### src/rtl/float16_pkg.sv
// Shared definitions for the 16-bit float format {sign, exp[7:0], mant[6:0]}.
// Used by the squarer top, its interface and the bench.
package float16_pkg;

    localparam int EXP_W  = 8;
    localparam int MANT_W = 7;
    localparam int BIAS   = 127;

    localparam logic [EXP_W-1:0] EXP_MAX = '1;

    typedef struct packed {
        logic              sign;
        logic [EXP_W-1:0]  exp;
        logic [MANT_W-1:0] mant;
    } float16_t;

    typedef enum logic [1:0] {
        IDLE = 2'd0,
        MULT = 2'd1,
        NORM = 2'd2,
        DONE = 2'd3
    } state_t;

endpackage

### src/rtl/floating_point_square_if.sv
// Start/result handshake bundle for floating_point_square.
// The master side issues operands; the slave side is the squarer.
interface floating_point_square_if;
    import float16_pkg::*;

    logic     square_start;
    float16_t num_i;
    float16_t num_o;
    logic     valid_o;
    logic     error_o;
    logic     busy_o;

    modport master (
        output square_start, num_i,
        input  num_o, valid_o, error_o, busy_o
    );

    modport slave (
        input  square_start, num_i,
        output num_o, valid_o, error_o, busy_o
    );

endinterface

### src/rtl/seq_shift_add_mult.sv
// Iterative unsigned W x W multiplier: one partial product per cycle after load.
// 'last' is high during the cycle whose closing edge adds the final partial product.
module seq_shift_add_mult #(
    parameter int W = 8
) (
    input  logic           clk,
    input  logic           rst,
    input  logic           load,
    input  logic [W-1:0]   a,
    input  logic [W-1:0]   b,
    output logic [2*W-1:0] product,
    output logic           last
);

    localparam int CW = (W > 1) ? $clog2(W) : 1;

    logic [2*W-1:0] mcand;
    logic [2*W-1:0] acc;
    logic [W-1:0]   mplier;
    logic [CW-1:0]  cnt;
    logic           run;

    assign last    = run && (cnt == CW'(W - 1));
    assign product = acc;

    always_ff @(posedge clk or posedge rst) begin
        if (rst) begin
            mcand  <= '0;
            acc    <= '0;
            mplier <= '0;
            cnt    <= '0;
            run    <= 1'b0;
        end else if (load) begin
            mcand  <= {{W{1'b0}}, a};
            mplier <= b;
            acc    <= '0;
            cnt    <= '0;
            run    <= 1'b1;
        end else if (run) begin
            // multiplier is consumed LSB first while the multiplicand walks left
            if (mplier[0])
                acc <= acc + mcand;
            mcand  <= mcand << 1;
            mplier <= mplier >> 1;
            cnt    <= cnt + CW'(1);
            if (last)
                run <= 1'b0;
        end
    end

endmodule

### src/rtl/floating_point_square.sv
// Sequential x^2 unit for the 16-bit float format: shift-add mantissa product, then
// one normalise/pack cycle. Define FLOATING_SQUARE_ROUND_EN for round-to-nearest-even.
module floating_point_square
    import float16_pkg::*;
(
    input  logic                     clk,
    input  logic                     rst,
    floating_point_square_if.slave   sq
);

    localparam int MW = MANT_W + 1;
    localparam int PW = 2 * MW;
    localparam int EW = EXP_W + 2;

    state_t          state, state_nx;
    float16_t        opnd;
    float16_t        num_q;
    logic            err_q, valid_q, busy_q;
    logic [PW-1:0]   prod;
    logic            mult_last;
    logic            load;

    logic                 n;
    logic [PW-1:0]        pn;
    logic [MANT_W-1:0]    mant_k, mant_r;
    logic signed [EW-1:0] e_res, e_rnd;
    float16_t             res_num;
    logic                 res_err;

    assign load = (state == IDLE) && sq.square_start;

    seq_shift_add_mult #(.W(MW)) u_mult (
        .clk     (clk),
        .rst     (rst),
        .load    (load),
        .a       ({1'b1, sq.num_i.mant}),
        .b       ({1'b1, sq.num_i.mant}),
        .product (prod),
        .last    (mult_last)
    );

    always_ff @(posedge clk or posedge rst) begin
        if (rst)
            state <= IDLE;
        else
            state <= state_nx;
    end

    always_comb begin
        state_nx = state;
        case (state)
            IDLE:    if (sq.square_start) state_nx = MULT;
            MULT:    if (mult_last)       state_nx = NORM;
            NORM:    state_nx = DONE;
            DONE:    state_nx = IDLE;
            default: state_nx = IDLE;
        endcase
    end

    // Normalise: the product of two [1,2) mantissas lies in [1,4), so at most one shift.
    always_comb begin
        n      = prod[PW-1];
        pn     = n ? prod : (prod << 1);
        mant_k = pn[PW-2 -: MANT_W];
        e_res  = $signed({1'b0, opnd.exp, 1'b0}) - $signed(EW'(BIAS))
               + $signed({{(EW-1){1'b0}}, n});
    end

`ifdef FLOATING_SQUARE_ROUND_EN
    logic           guard, sticky, rnd_inc;
    logic [MANT_W:0] mant_sum;

    always_comb begin
        guard    = pn[MANT_W];
        sticky   = |pn[MANT_W-1:0];
        rnd_inc  = guard & (sticky | mant_k[0]);
        mant_sum = {1'b0, mant_k} + {{MANT_W{1'b0}}, rnd_inc};
        mant_r   = mant_sum[MANT_W-1:0];
        e_rnd    = e_res + $signed({{(EW-1){1'b0}}, mant_sum[MANT_W]});
    end
`else
    logic unused_low;
    assign unused_low = ^pn[MANT_W:0];

    always_comb begin
        mant_r = mant_k;
        e_rnd  = e_res;
    end
`endif

    logic unused_sign;
    assign unused_sign = opnd.sign;

    always_comb begin
        res_num = '0;
        res_err = 1'b0;
        if (opnd.exp == '0) begin
            res_num = '0;
        end else if (opnd.exp == EXP_MAX) begin
            res_num.exp = EXP_MAX;
            res_err     = 1'b1;
        end else if (e_rnd >= $signed({2'b00, EXP_MAX})) begin
            res_num.exp = EXP_MAX;
            res_err     = 1'b1;
        end else if (!e_rnd[EW-1] && (e_rnd != '0)) begin
            res_num.exp  = e_rnd[EXP_W-1:0];
            res_num.mant = mant_r;
        end
    end

    // valid/busy are registered, so the pulse lands in the cycle after DONE
    always_ff @(posedge clk or posedge rst) begin
        if (rst) begin
            opnd    <= '0;
            num_q   <= '0;
            err_q   <= 1'b0;
            valid_q <= 1'b0;
            busy_q  <= 1'b0;
        end else begin
            valid_q <= (state == DONE);
            busy_q  <= (state_nx != IDLE) || (state == DONE);
            if (load)
                opnd <= sq.num_i;
            if (state == NORM) begin
                num_q <= res_num;
                err_q <= res_err;
            end
        end
    end

    assign sq.num_o   = num_q;
    assign sq.error_o = err_q;
    assign sq.valid_o = valid_q;
    assign sq.busy_o  = busy_q;

endmodule

### src/flat_wrapper.sv
// flat-port wrapper written by rule: the top's interface ports become plain ports
module floating_point_square_flat import float16_pkg::*;
  (clk, rst, sq_square_start, sq_num_i, sq_num_o, sq_valid_o, sq_error_o, sq_busy_o);
  floating_point_square_if sq_i ();
  input  logic clk;
  input  logic rst;
  input wire logic [$bits(sq_i.square_start)-1:0] sq_square_start;
  input wire logic [$bits(sq_i.num_i)-1:0] sq_num_i;
  output wire logic [$bits(sq_i.num_o)-1:0] sq_num_o;
  output wire logic [$bits(sq_i.valid_o)-1:0] sq_valid_o;
  output wire logic [$bits(sq_i.error_o)-1:0] sq_error_o;
  output wire logic [$bits(sq_i.busy_o)-1:0] sq_busy_o;
  assign sq_i.square_start = sq_square_start;
  assign sq_i.num_i = sq_num_i;
  assign sq_num_o = sq_i.num_o;
  assign sq_valid_o = sq_i.valid_o;
  assign sq_error_o = sq_i.error_o;
  assign sq_busy_o = sq_i.busy_o;
  floating_point_square u_core (.clk(clk), .rst(rst), .sq(sq_i));
endmodule
### config.mk
export PLATFORM = sky130hd
export DESIGN_NAME = floating_point_square_flat
export DESIGN_NICKNAME = d
export VERILOG_FILES = /design/src/rtl/float16_pkg.sv /design/src/rtl/floating_point_square_if.sv /design/src/rtl/seq_shift_add_mult.sv /design/src/rtl/floating_point_square.sv /design/src/flat_wrapper.sv
export SDC_FILE = /design/constraint.sdc
export NUM_CORES = 1
export LEC_CHECK = 0
export BUFFER_PORTS_ARGS = -buffer_cell sky130_fd_sc_hd__buf_2
export CORE_ASPECT_RATIO = 0.75
export CORE_MARGIN = 2
export CORE_UTILIZATION = 59
export CTS_CLUSTER_DIAMETER = 100
export DETAILED_ROUTE_END_ITERATION = 7
export HOLD_SLACK_MARGIN = 0.02
export PLACE_DENSITY_LB_ADDON = 0.05
export SLEW_MARGIN = 5
export SYNTH_ARGS = -nofsm -noshare
export SYNTH_HDL_FRONTEND = slang
export SYNTH_SLANG_ARGS = --single-unit
### constraint.sdc
create_clock -name clk -period 2.7 [get_ports clk]
set_clock_uncertainty 0.05 [all_clocks]
set_input_delay 0 -clock clk [delete_from_list [all_inputs] [get_ports clk]]
set_output_delay 0 -clock clk [all_outputs]
set_load 0.005 [all_outputs]
==> impl_metrics.toml, run 1 <==
[die]
die_y_um = 74.86
core_mm2 = 0.006381
initial_core_util = 0.6190
dieArea_mm2 = 0.007372
rows = 25
die_x_um = 98.48
ios = 38

[yosys]
seq_area_frac_synth = 0.4561
yosysTopAreaCellShare = 0.4561
ys.flop_type = "dfrtp_1"
synth_area_mm2 = 0.003950
syn-mean-instance-area_um2 = 9.495
yosysWarnings = 0
yosysUniqueCellTypes = 53
yosys.area.top_type = "dfrtp_1"
synth_edf_count = 0
async_flop_share = 1.000
ys_ff_latch = 72
syn_nets = 456
netlist_instances = 416
synth_area_leaders = "dfrtp_1 (46%), mux2i_1 (8.1%), ha_1 (6.3%)"

[power]
peakVddDrop_mv = 0.6615
p_clk_frac = 0.165
combPwrFrac = 0.491
internal_power_uw = 3377
switchingPower_uw = 2379
leakagePower_uw = 0.002286
swShare = 0.4133
power_frac_seq = 0.344
powerDensity_mw_per_mm2 = 1242

[worst_setup_path]
cpMaxStageDelayCell = "dfrtp_1"
critPathKind = "reg -> reg"
worst_ep_arrival_time_ps = 2690
critical-path-max-stage-delay_ps = 410
cpMostUsedCell = "a21oi_1"
crit_path_end_kind = "flip-flop"
cp_max_fo = 4
crit_chain = "ha_1 -> a21oi_1 -> o21bai_1 -> a21oi_1 -> o21ai_0 -> a311oi_2 -> a22oi_1 -> a21o_1"
required_ps = 2890
startpoint_type = "flip-flop"

[grt]
grt_pass1_wl_mm = 14.47
grt_max_degree = 40
grt_pass1_vias = 3077
overflow = 0
antenna_found_initial = 0
track_usage = 0.2494

[final_layout]
fin_nets = 508
drive_gt1_frac = 0.1543
stdcell_count = 554
final_common_cell = "dfrtp_1"
area_growth_pct = 17.29
fillers = 502
final_cell_mix = "dfrtp_1 (72), nand2_1 (66), nor2_1 (35), buf_2 (35), mux2i_1 (32)"
antennaDiodeCount = 0

[drt]
drtIter0Drc = 177
wl_mm = 8.345
routedWlPerCell_um = 15.06
drt-vias-per-instance = 5.681
final_antenna_net_count = 0
num_vias = 3147
drc = 0
drtPass1Iterations = 4

[timing]
max-slew-margin-rel = 0.5013
hold_violations = 0
timing.final.crit_period_ps = 2492
hold-worst-slack_ps = 291.1
fmax_mhz = 401.2
setup_viol = 0
tightest_slew_ps = 746.9
tns_ps = 0
rsz0062_at_grt = "no"
finalCritPeriodShare = 0.9231
drv_slew = 0

[clock_network]
clk_pin_slew_worst_paths_ps = 80
post_cts_buffers = 0
htree_levels = 3
clk_path_buf_depth = 2
cts_tree = "built"
clkSinkCount = 72
clock_latency_ps = 350
cts_root_buf = "clkbuf_8"
cts_buffers = 9

[job]
max-cap-violations = 0

[place]
dp_hpwl_mm = 5.812
place.gp.congestion = 0.8736
place_inst = 521
io_buffers = 35

[worst_hold_path]
holdCritPathClass = "in -> async"

[outcome]
outcome = "completed"
## Yosys cell counts (all sizes together) (2+ instances only)
cell type	instances
inv	10
o21ai	30
buf	12
nand4	4
a22oi	2
nand3	13
ha	20
mux2i	32
xnor2	8
a21oi	25
nor2b	3
nand2b	5
xor2	9
o211ai	9
a31oi	2
nor2	35
nor3	5
and2	4
nand2	66
a21o	6
dfrtp	72
clkbuf	11
a31o	2
o21a	2
o21bai	2
a22o	3
or4	3
## state kept, by name, indices dropped and copies added (netlist names)
name	count
u_core.opnd	8
u_core.sq.busy_o	1
u_core.sq.error_o	1
u_core.sq.num_o	15
u_core.sq.valid_o	1
u_core.state	2
u_core.u_mult.cnt	3
u_core.u_mult.mcand	16
u_core.u_mult.mplier	8
u_core.u_mult.product	16
u_core.u_mult.run	1
## worst max-delay path, delay by kind of cell, from the launching register on
family                     cells  cell delay [ps]
AOI/OAI and AO/OA              7             1610
DFF                            1              410
adders and majority gates      1              320
## cell families after synthesis
family | share of synthesized area
AND/OR/NAND/NOR | 0.1660
AO/OA/AOI/OAI | 0.1520
flip-flops | 0.4561
multiplexers | 0.08394
buffers and inverters | 0.03484
adder cells (fa/ha/maj) | 0.06842
XOR/XNOR | 0.03770
other | 0.0009494
## what timing repair did
action | CTS | global route
resized for setup | 0 | 2
setup endpoints to repair | 0 | 3
hold buffers | 17 | 0
hold endpoints to repair | 57 | 0
## worst paths after layout
| check | startpoint | slack, ps | end | depth (start not counted) |
|---|---|---|---|---|
| min reg2reg | u_core.sq.num_o[4] | 420 | u_core.sq.num_o[4] | 2 |
| min in group clk | sq_num_i[8] | 330 | u_core.opnd[8] | 4 |
| max | u_core.u_mult.mcand[12] | 210 | u_core.u_mult.product[15] | 8 |
| max reg2reg | u_core.u_mult.mcand[12] | 210 | u_core.u_mult.product[15] | 8 |
| min | rst | 290 | u_core.u_mult.mplier[2] | 3 |
| max in group asynchronous | rst | 1630 | u_core.u_mult.mcand[11] | 4 |
## per-layer routing
metal	up-vias	track usage	part of all wire
met5	-	0	0
met4	0	0.07610	0.011
met3	8	0.05014	0.049
met2	81	0.3855	0.44
met1	1489	0.3633	0.50
li1	1569	-	-
## power groups by stage
stage / Combinational, µW / Clock [µW] / Sequential, µW
global route: 3200 / 1010 / 2050
CTS: 2810 / 970 / 1970
floorplan: 2170 / 0 / 1860
detailed placement: 2780 / 0 / 1990
finish: 2830 / 949 / 1980
global placement: 2660 / 0 / 1980
## layout make-up
cell class,instances,area [µm²],share of cell area
Clock inverter,5,80.08,0.01728
Timing Repair Buffer,64,447.9,0.09668
Sequential cell,72,1802,0.3889
Inverter,10,37.54,0.008102
Clock buffer,11,141.4,0.03052
Multi-Input combinational cell,311,2023,0.4367
Tap cell,81,101.3,0.02187
## through the flow
step	utilization	setup slack (ps)	total power [µW]	instance area, µm²
after global placement	0.6627	202.1	4640	4229
after global routing	0.7261	10.64	6267	4633
after detailed placement	0.6627	134.4	4768	4229
final	0.7261	207.6	5755	4633
after CTS	0.7241	114.3	5751	4621
after floorplan	-	412.0	4033	3950
No activity file was read; power rests on OpenSTA's default activity.
==> run 2, diff against run 1 <==
--- a/config.mk
+++ b/config.mk
@@ -6,9 +6,11 @@
 export NUM_CORES = 1
 export LEC_CHECK = 0
 export BUFFER_PORTS_ARGS = -buffer_cell sky130_fd_sc_hd__buf_2
+export CELL_PAD_IN_SITES_DETAIL_PLACEMENT = 0
+export CELL_PAD_IN_SITES_GLOBAL_PLACEMENT = 1
 export CORE_ASPECT_RATIO = 0.75
 export CORE_MARGIN = 2
-export CORE_UTILIZATION = 59
+export CORE_UTILIZATION = 46
 export CTS_CLUSTER_DIAMETER = 100
 export DETAILED_ROUTE_END_ITERATION = 7
 export HOLD_SLACK_MARGIN = 0.02
==> run 2 against run 1 <==
  * Non-clock buffer count increased by 3
  * Final cell count rose by 5.2%
  * Power is 6.1% higher
  * Global-route usage shrank 4.2 points
  * Utilization fell by 16 points
  * Highest routed layer unchanged
==> impl_metrics.toml, run 2 (same netlist as run 1, synthesis figures left out) <==
[final_layout]
fin_nets = 511
final_common_cell = "dfrtp_1"
area_growth_pct = 20.75
fin_area_mm2 = 0.004770
drive_gt1_frac = 0.1558
antennaDiodeCount = 0
multi_input_area_mm2 = 0.002017
stdcell_count = 583
regArea_mm2 = 0.001802
fillers = 768
final_cell_mix = "dfrtp_1 (72), nand2_1 (66), nor2_1 (35), buf_2 (35), mux2i_1 (32)"

[power]
powerDensity_mw_per_mm2 = 1281
peakVddDrop_mv = 0.5763
p_clk_frac = 0.201
power_frac_seq = 0.328
leakagePower_uw = 0.002342
combPwrFrac = 0.471
internal_power_uw = 3659
swShare = 0.4011
switchingPower_uw = 2450

[timing]
drv_slew = 0
tns_ps = 0
hold_violations = 0
rsz0062_at_grt = "no"
setup_viol = 0
fmax_mhz = 400.4
tightest_slew_ps = 624.8
max-slew-margin-rel = 0.5810
finalCritPeriodShare = 0.9250
timing.final.crit_period_ps = 2498

[place]
io_buffers = 35
dp_hpwl_mm = 6.091
place.gp.congestion = 0.8172
place_inst = 551
placed_cell_area_mm2 = 0.004285

[worst_setup_path]
crit_buf_inv = 0
cp_max_fo = 4
cpMostUsedCell = "a21oi_1"
crit_chain = "ha_1 -> a21oi_1 -> o21bai_1 -> a21oi_1 -> o21ai_0 -> a311oi_2 -> a22oi_1 -> a21o_1"
cp_top_family = "compound AO/OA/AOI/OAI gates"
worst_ep_arrival_time_ps = 2680
startpoint_type = "flip-flop"
cpMaxStageDelayCell = "dfrtp_1"
critical-path-max-stage-delay_ps = 410
required_ps = 2880
crit_path_end_kind = "flip-flop"
critPathKind = "reg -> reg"

[clock_network]
cts_root_buf = "clkbuf_16"
cts_buffers = 9
post_cts_buffers = 0
clk_path_buf_depth = 2
clock_latency_ps = 330
clkSinkCount = 72
htree_levels = 3
clk_pin_slew_worst_paths_ps = 60
cts_tree = "built"

[drt]
routedWlPerCell_um = 15.34
wl_mm = 8.943
drtPass1Iterations = 4
num_vias = 3098
final_antenna_net_count = 0
drc = 0
drtIter0Drc = 169
drt-vias-per-instance = 5.314

[worst_hold_path]
holdCritPathClass = "in -> async"

[grt]
grt_pass1_wl_mm = 15.38
track_usage = 0.2075
grt_pass1_vias = 2968
grt_max_degree = 73
overflow = 0
antenna_found_initial = 0

[die]
ios = 38
initial_core_util = 0.4713
die_x_um = 111
rows = 29
dieArea_mm2 = 0.009352
core_mm2 = 0.008382
die_y_um = 84.25

[job]
max-cap-violations = 0

[outcome]
outcome = "completed"
-- run 2: worst paths after layout --
check | cells past startpoint | to | slack [ps] | start
setup reg to reg | 8 | u_core.u_mult.product[15] | 200 | u_core.u_mult.mcand[12]
hold / removal | 4 | u_core.sq.error_o | 220 | rst
hold reg to reg | 2 | u_core.sq.error_o | 420 | u_core.sq.error_o
min in group clk | 4 | u_core.opnd[9] | 340 | sq_num_i[9]
setup / recovery | 8 | u_core.u_mult.product[15] | 200 | u_core.u_mult.mcand[12]
max in group asynchronous | 4 | u_core.opnd[10] | 2050 | rst
-- run 2: worst register-to-register path: cells and delay by family, from the launching register on --
| kind | cells | cell delay [ps] |
|---|---|---|
| flip-flops | 1 | 410 |
| AO/OA/AOI/OAI | 7 | 1610 |
| adder cells (fa/ha/maj) | 1 | 320 |
-- run 2: per-stage QoR --
step | total power, µW | hold WS [ps] | utilization | worst slack (ps)
final | 6109 | 221.8 | 0.5690 | 202.5
after global routing | 6631 | 301.5 | 0.5690 | 30.43
after CTS | 6125 | 263.2 | 0.5683 | 183.5
after detailed placement | 4848 | 69.16 | 0.5113 | 183.3
after global placement | 4779 | 66.46 | 0.5113 | 258.8
after floorplan | 4033 | 55.44 | - | 412.0
-- run 2: layout make-up --
class,count,area share
clock buffers,13,0.05666
clock inverters,2,0.007870
inverters,10,0.007870
multi-input cells,311,0.4229
flip-flops and latches,72,0.3778
well taps,108,0.02833
repair buffers,67,0.09864
-- run 2: repair_timing --
item | in CTS | in global routing
hold buffers | 17 | 0
gates resized for setup | 0 | 1
setup endpoints to repair | 0 | 1
endpoints found under the hold margin | 97 | 0
-- run 2: per-layer routing --
layer  routed length (µm)  track usage  up-vias
met1                 4771       0.3164     1460
met3                  323      0.05848       11
met4                  121      0.05455        0
met2                 3726       0.2895       63
met5                    0            0        -
li1                     -            -     1564
-- run 2: power groups by stage --
| stage | Clock (µW) | Combinational [µW] | Sequential, µW |
|---|---|---|---|
| 6_report | 1230 | 2880 | 2000 |
| 2_1_floorplan | 0 | 2170 | 1860 |
| 3_3_place_gp | 0 | 2780 | 2000 |
| 4_1_cts | 1250 | 2870 | 2000 |
| 3_5_place_dp | 0 | 2840 | 2010 |
| 5_1_grt | 1290 | 3260 | 2080 |
